--- src/rtl/fifo_cmd_pkg.sv ---
// rtl/fifo_cmd_pkg.sv - shared command-vector constants for the driver and the attached FIFO
package fifo_cmd_pkg;

  localparam int CMD_DATA_WIDTH   = 4;
  localparam int CMD_OPCODE_WIDTH = 2;
  localparam int CMD_EXTRA_BIT    = 1;
  localparam int CMD_LINE_WIDTH   = CMD_DATA_WIDTH + CMD_OPCODE_WIDTH + CMD_EXTRA_BIT;
  localparam int CMD_NUM_ENTRIES  = 2;

  typedef logic [CMD_OPCODE_WIDTH-1:0] opcode_t;

  localparam opcode_t OP_DO_NOTHING = 2'b00;
  localparam opcode_t OP_READ       = 2'b01;
  localparam opcode_t OP_WRITE      = 2'b10;

  typedef enum logic [1:0] {
    ST_IDLE   = 2'd0,
    ST_WR_CMD = 2'd1,
    ST_RD_CMD = 2'd2,
    ST_GAP    = 2'd3
  } cmd_state_e;

  // Vector layout seen by the FIFO: {opcode, data, trailing zero field}.
  function automatic logic [CMD_LINE_WIDTH-1:0] pack_cmd(input opcode_t op,
                                                         input logic [CMD_DATA_WIDTH-1:0] data);
    return {op, data, {CMD_EXTRA_BIT{1'b0}}};
  endfunction

endpackage

--- src/rtl/fifo_cmd_driver.sv ---
// rtl/fifo_cmd_driver.sv - command-side master for the shared command-vector FIFO
module fifo_cmd_driver
  import fifo_cmd_pkg::*;
#(
  parameter int DATA_WIDTH   = CMD_DATA_WIDTH,
  parameter int NUM_ENTRIES  = CMD_NUM_ENTRIES,
  parameter int OPCODE_WIDTH = CMD_OPCODE_WIDTH,
  parameter int EXTRA_BIT    = CMD_EXTRA_BIT,
  parameter int LINE_WIDTH   = DATA_WIDTH + OPCODE_WIDTH + EXTRA_BIT,
  parameter int COUNT_WIDTH  = 2
) (
  input  logic                   clk,
  input  logic                   reset,
  input  logic                   wr_valid,
  input  logic [DATA_WIDTH-1:0]  wr_data,
  output logic                   wr_ready,
  input  logic                   rd_req,
  output logic                   rd_valid,
  output logic [DATA_WIDTH-1:0]  rd_data,
  output logic [LINE_WIDTH-1:0]  vector_out,
  input  logic [DATA_WIDTH-1:0]  fifo_data_in,
  output logic [COUNT_WIDTH-1:0] count,
  output logic                   busy
);

  localparam logic [1:0] IDLE   = ST_IDLE;
  localparam logic [1:0] WR_CMD = ST_WR_CMD;
  localparam logic [1:0] RD_CMD = ST_RD_CMD;
  localparam logic [1:0] GAP    = ST_GAP;

  localparam logic [OPCODE_WIDTH-1:0] OPC_NOP   = OPCODE_WIDTH'(OP_DO_NOTHING);
  localparam logic [OPCODE_WIDTH-1:0] OPC_READ  = OPCODE_WIDTH'(OP_READ);
  localparam logic [OPCODE_WIDTH-1:0] OPC_WRITE = OPCODE_WIDTH'(OP_WRITE);

  localparam logic [COUNT_WIDTH-1:0] FULL_CNT = COUNT_WIDTH'(NUM_ENTRIES);
  localparam logic [COUNT_WIDTH-1:0] CNT_ONE  = COUNT_WIDTH'(1);

  function automatic logic [LINE_WIDTH-1:0] cmd_line(input logic [OPCODE_WIDTH-1:0] op,
                                                     input logic [DATA_WIDTH-1:0]   data);
    return {op, data, {EXTRA_BIT{1'b0}}};
  endfunction

  logic [1:0]             state_q,    state_d;
  logic [LINE_WIDTH-1:0]  vector_q,   vector_d;
  logic [DATA_WIDTH-1:0]  rd_data_q,  rd_data_d;
  logic                   rd_valid_q, rd_valid_d;
  logic [COUNT_WIDTH-1:0] count_q,    count_d;

  logic can_read;
  logic can_write;

  assign can_read  = (count_q != '0);
  assign can_write = (count_q < FULL_CNT);

  // A pending serviceable read blocks the write port so reads always win in IDLE.
  assign wr_ready = !reset && (state_q == IDLE) && can_write && !(rd_req && can_read);

  always_comb begin
    state_d    = state_q;
    vector_d   = vector_q;
    rd_data_d  = rd_data_q;
    rd_valid_d = rd_valid_q;
    count_d    = count_q;
    case (state_q)
      IDLE: begin
        if (rd_req && can_read) begin
          state_d  = RD_CMD;
          vector_d = cmd_line(OPC_READ, '0);
        end else if (wr_valid && can_write) begin
          state_d  = WR_CMD;
          vector_d = cmd_line(OPC_WRITE, wr_data);
        end
      end
      WR_CMD: begin
        count_d  = count_q + CNT_ONE;
        state_d  = GAP;
        vector_d = cmd_line(OPC_NOP, '0);
      end
      RD_CMD: begin
        // The FIFO only drives its output while READ is on the vector.
        rd_data_d  = fifo_data_in;
        rd_valid_d = 1'b1;
        count_d    = count_q - CNT_ONE;
        state_d    = GAP;
        vector_d   = cmd_line(OPC_NOP, '0);
      end
      GAP: begin
        rd_valid_d = 1'b0;
        state_d    = IDLE;
      end
      default: begin
        state_d  = IDLE;
        vector_d = '0;
      end
    endcase
  end

  always_ff @(posedge clk or posedge reset) begin
    if (reset) begin
      state_q    <= IDLE;
      vector_q   <= '0;
      rd_data_q  <= '0;
      rd_valid_q <= 1'b0;
      count_q    <= '0;
    end else begin
      state_q    <= state_d;
      vector_q   <= vector_d;
      rd_data_q  <= rd_data_d;
      rd_valid_q <= rd_valid_d;
      count_q    <= count_d;
    end
  end

  assign vector_out = vector_q;
  assign rd_data    = rd_data_q;
  assign rd_valid   = rd_valid_q;
  assign count      = count_q;
  assign busy       = (state_q != IDLE);

  a_no_write_when_full: assert property (@(posedge clk) disable iff (reset)
    (state_q == WR_CMD) |-> (count_q < FULL_CNT));
  a_no_read_when_empty: assert property (@(posedge clk) disable iff (reset)
    (state_q == RD_CMD) |-> (count_q != '0));
  a_count_in_range: assert property (@(posedge clk) disable iff (reset)
    count_q <= FULL_CNT);

endmodule
--- config.mk ---
export PLATFORM = sky130hd
export DESIGN_NAME = fifo_cmd_driver
export DESIGN_NICKNAME = d
export VERILOG_FILES = /design/src/rtl/fifo_cmd_pkg.sv /design/src/rtl/fifo_cmd_driver.sv
export SDC_FILE = /design/constraint.sdc
export NUM_CORES = 1
export LEC_CHECK = 0
export ABC_AREA = 0
export BUFFER_PORTS_ARGS = -buffer_cell sky130_fd_sc_hd__clkbuf_2
export CORE_MARGIN = 5
export CORE_UTILIZATION = 42
export DETAILED_ROUTE_END_ITERATION = 12
export GPL_TIMING_DRIVEN = 0
export PLACE_DENSITY = 0.76
export SLEW_MARGIN = 5
export SYNTH_ARGS = -nofsm -noshare
export SYNTH_HDL_FRONTEND = slang
export SYNTH_SLANG_ARGS = --single-unit
--- constraint.sdc ---
create_clock -name clk -period 1.35 [get_ports clk]
set_input_delay 0.135 -clock clk [delete_from_list [all_inputs] [get_ports clk]]
set_output_delay 0.135 -clock clk [all_outputs]
set_load 0.01 [all_outputs]
### Word-level counts from Yosys, hierarchy flattened

Cells that the tools add are included.

| word-level totals | value |
|---|---|
| memory bits (read-only) | 0 |
| input port bits | 12 |
| bits in latches | 0 |
| memories | 0 |
| logic and storage cells | 35 |
| flip-flop bits (word level) | 16 |
| output and inout port bits | 16 |
| memory bits (writable) | 0 |

| cells by class | value |
|---|---|
| divide/modulo/power cells | 0 |
| $lt $le $gt $ge | 1 |
| add/subtract/negate cells | 2 |
| equality and inequality tests | 4 |
| multiply operators | 0 |
| mux-type cells | 8 |
| bitwise operators | 0 |
| reduce and logical (&&, ||, !) cells | 15 |
| shift operators | 0 |

Operators by type and width:

| cell | number |
|---|---|
| 2-to-1 mux 7 bit | 2 |
| one-hot mux 7 bit (2 select lines) | 1 |
| nonzero test 2 bit | 5 |
| one-hot mux 2 bit (3 select lines) | 1 |
| logical AND 1 bit | 5 |
| == test 2 bit (second input constant) | 2 |
| 2-to-1 mux 2 bit | 2 |
| one-hot mux 2 bit (2 select lines) | 1 |
| != test 3 x 1 -> 1 bit (second input constant) | 1 |
| adder 2 x 1 -> 2 bit (second input constant) | 1 |
| == test 2 x 1 -> 1 bit (second input constant) | 1 |
| logical NOT 1 bit | 2 |
| logical NOT 2 bit | 1 |
| < comparator 2 bit (second input constant) | 1 |
| one-hot mux 1 bit (2 select lines) | 1 |
| AND reduction 2 bit | 1 |
| OR reduction 2 bit | 1 |
| subtractor 2 x 1 -> 2 bit (second input constant) | 1 |

### Depth between registers and ports, before layout

| depth | value |
|---|---|
| word-level depth | 5 |
| gate-level depth with buffers | 6 |
| gate-level depth less buffers | 5 |

### Least setup slack after synthesis

OpenSTA, ideal clock, no wires.

| path | value |
|---|---|
| kind | reg-to-reg |
| from | register count_q[1] (netlist: count[1]) |
| to | register state_q[0] |
| setup time | 0.125 ns |
| path slack | -0.075 ns |
| arrival | 1.300 ns |
| required time | 1.225 ns |
| buffers on the path | 1 |
| stages on the path, launching flop included | 5 |
| clock period less this slack | 1.425 ns |
| path through | dfrtp_1 -> o21ai_2 -> and3_1 -> buf_6 -> mux2_4 |

| on the way | value |
|---|---|
| word-level cells in the longest chain between the ends | 4 |
| elaborated cells on any way between the ends | 7 |

RTL lines:

| what | line | text |
|---|---|---|
| start: declaration | fifo_cmd_driver.sv:47 | `logic [COUNT_WIDTH-1:0] count_q, count_d;` |
| start signal: assignment | fifo_cmd_driver.sv:110 | `count_q <= count_d;` |
| nonzero test 2 bit | fifo_cmd_driver.sv:52 | `assign can_read = (count_q != '0);` |
| logical AND 1 bit | fifo_cmd_driver.sv:66 | `if (rd_req && can_read) begin` |
| 2-to-1 mux 2 bit | fifo_cmd_driver.sv:66 |  |
| one-hot mux 2 bit (3 select lines) | fifo_cmd_driver.sv:64 | `case (state_q)` |
| end signal: assignment | fifo_cmd_driver.sv:106 | `state_q <= state_d;` |
| end: declaration | fifo_cmd_driver.sv:43 | `logic [1:0] state_q, state_d;` |

Several ways; a longest one is shown, not always the timed one.
A chain may end at the register's enable or synchronous reset.

### Final worst setup path

| path | value |
|---|---|
| from | register state_q[0] |
| to | register vector_q[3] (netlist: vector_out[3]) |

| on the way | value |
|---|---|
| word-level cells in the longest chain between the ends | 4 |
| elaborated cells on any way between the ends | 8 |

RTL lines:

| what | line | text |
|---|---|---|
| == test 2 bit or == test 2 x 1 -> 1 bit (tied branches) | fifo_cmd_driver.sv:64 |  |
| OR reduction 2 bit (no line) | -- |  |
| nonzero test 2 bit (no line) | -- |  |
| AND reduction 2 bit (no line) | -- |  |
| end signal: assignment | fifo_cmd_driver.sv:107 | `vector_q <= vector_d;` |
| end: declaration | fifo_cmd_driver.sv:44 | `logic [LINE_WIDTH-1:0] vector_q, vector_d;` |

Several ways; a longest one is shown, not always the timed one.

==> results.yml <==
run_status:
  status: "finished, violations left"
  violations: "setup timing"
timing:
  rsz0062_at_grt: "true"
  period_needed_ns: 1.54
  slew_headroom_pct: 61.8
  whs_ns: 0.0638
  fin_ws_ns: -0.193
  tns_ns: -1.64
  max_freq_mhz: 648
  setup_viol: 11
  period_share_pct: 114
  worstMarginPinSlew_ns: 0.572
  maxSlewViolCount: 0
  hold_violations: 0
  fin_skew_ns: 0.0145
placement:
  portBuffers: 26
  dp_cells: 111
  gp_congestion: 0.755
  place_hpwl_um: 1150
synthesis:
  synthCells: 68
  yosysUniqueCellTypes: 24
  synth_top_area_cell: "dfrtp_1"
  postSynthAreaPerCell_um2: 10.8
  netlist_top_cells_area: "dfrtp_1 (51%), ha_1 (8.5%), mux2_1 (6.1%), inv_1 (5.1%), o22ai_1 (4.2%)"
  synthArstFlopShare_pct: 100
  ys.flop_type: "dfrtp_1"
  synth_nets: 85
  synth_warnings: 0
  yosysTopAreaCellShare_pct: 50.9
  ys_ff_latch: 15
  ys_seq_area_share_pct: 50.9
  synth_area_um2: 737
  synth_edf_count: 0
clock_tree:
  numCtsBuffers: 3
  cts.sinks: 15
  clk_latency_ns: 0.30
  htree_levels: 1
  cts-root-buf: "clkbuf_4"
  cts_max_path_buffers: 2
  clk_pin_slew_ns: 0.11
  cts_tree: "yes"
routing:
  finalWirelength_um: 2050
  routed.top_layer: "met4"
  vias_per_cell: 5.19
  route.antenna.remaining_nets: 0
  wl_per_cell_um: 16.1
  vias: 659
  drtPass1Iterations: 4
  wl_met3_um: 99
  wl_met2_um: 1060
  drc: 0
  wl_met1_um: 818
  drt_iter0_markers: 6
die:
  row_count: 15
  io_pins: 28
  initial_core_util_pct: 43.6
  die_w_um: 51.9
  dieArea_mm2: 0.00269
  coreArea_mm2: 0.00169
  die_height_um: 51.9
worst_setup_path:
  required_ns: 1.53
  worst_ep_arrival_time_ns: 1.73
  cp_max_fo: 6
  crit_path_start_kind: "register"
  worst-setup-path-type: "reg2reg"
  worst_setup_path_end_kind: "register"
flow_run:
  cap_violations: 0
power:
  p_leak_nw: 0.569
  power.total_mw: 3.11
  irDropWorstVdd_mv: 1.20
  powerDensity_mw_per_mm2: 2680
layout:
  fin_cells: 127
  layout_commonest_cell: "clkbuf_2"
  layout_common_cells: "clkbuf_2 (25), dfrtp_1 (13), inv_1 (7), buf_4 (7), buf_6 (6)"
  antenna_cells: 0
  syn_to_final_growth_pct: 57.7
  fin_nets: 128
  drive_gt1_share_pct: 60.0
global_routing:
  antenna_found_initial: 0
  grt_max_degree: 16
  grt_pass1_wl_um: 2860
  track_usage_pct: 14.8
  first_global_vias: 637
  grt_overflow: 0
worst_hold_path:
  min_path_type: "in2reg"
==> flip-flops by register name, summed over array words and instances (netlist names) <==
| register | cells |
|---|---|
| vector_out | 6 |
| state_q | 2 |
| count | 2 |
| rd_data | 4 |
| rd_valid | 1 |
==> area by class of cell <==
| class | instances | area (um2) |
|---|---|---|
| fillers | 118 | 527 |
| multi-input cells | 40 | 415 |
| flip-flops and latches | 15 | 378 |
| repair buffers | 40 | 273 |
| inverters | 10 | 37.5 |
| clock buffers | 3 | 22.5 |
| well taps | 17 | 21.3 |
| clock inverters | 1 | 7.51 |
| plain buffers | 1 | 7.51 |
==> logic make-up after synthesis <==
kind of cell / count (synthesis) / share of synthesized area (%)
simple gates: 14 / 8.83
buf+inv: 13 / 8.15
flops: 15 / 50.9
compound gates: 10 / 8.66
other cells: 1 / 0.509
xor+xnor: 3 / 3.57
mux: 7 / 10.9
fa+ha+maj: 5 / 8.49
==> power breakdown <==
group          switching, mW  internal (mW)  total (mW)
combinational          0.964           1.05        2.02
sequential             0.150          0.665       0.816
clock                  0.165          0.113       0.278
total                   1.28           1.83        3.11
==> synth_stat cells, types with 2 or more instances <==
| library cell | instances |
|---|---|
| mux2i_1 | 2 |
| nor2_1 | 4 |
| xor2_1 | 2 |
| dfrtp_1 | 15 |
| inv_1 | 10 |
| nand2_1 | 3 |
| mux2_1 | 4 |
| nand3_1 | 4 |
| o22ai_1 | 5 |
| ha_1 | 5 |
==> path summary, 6_finish.rpt <==
| check | start | end | slack, ns | cells after the start |
|---|---|---|---|---|
| max in group asynchronous | reset | count[0] | 0.47 | 3 |
| setup reg to reg | state_q[0] | vector_out[3] | -0.19 | 8 |
| hold reg to reg | rd_valid | rd_valid | 0.52 | 2 |
| min in group asynchronous | reset | rd_data[2] | 0.46 | 3 |
| setup / recovery | state_q[0] | vector_out[3] | -0.19 | 8 |
| hold / removal | fifo_data_in[2] | rd_data[2] | 0.06 | 2 |
==> critical path: stages, from the launching register on <==
cell     delay (ns)
dfrtp_1        0.40
inv_2          0.07
ha_4           0.16
buf_4          0.13
buf_6          0.10
buf_6          0.10
buf_6          0.11
a31oi_4        0.23
o22ai_1        0.12
==> per-layer routing <==
| layer | track usage (%) | vias up |
|---|---|---|
| met5 | 0 | - |
| met4 | 10.5 | 0 |
| met3 | 2.87 | 9 |
| met2 | 26.6 | 25 |
| met1 | 15.2 | 319 |
| li1 | - | 306 |
==> timing repair <==
item,4_1_cts,5_1_grt
resized for setup,16,13
hold buffers,1,0
endpoints found under the setup margin,15,9
hold endpoints to repair,15,0
pin swaps,3,4
setup buffers,10,3
==> stage by stage <==
step / instance area (um2) / utilization [%] / worst slack [ns]
finish: 1160 / 68.8 / -0.193
global route: 1160 / 68.8 / -0.228
CTS: 1090 / 64.4 / -0.147
detailed placement: 901 / 53.3 / -0.141
global placement: 901 / 53.3 / -0.0888
floorplan: 749 / - / -0.0216
Note: power is estimated with default switching activity, not from simulation.
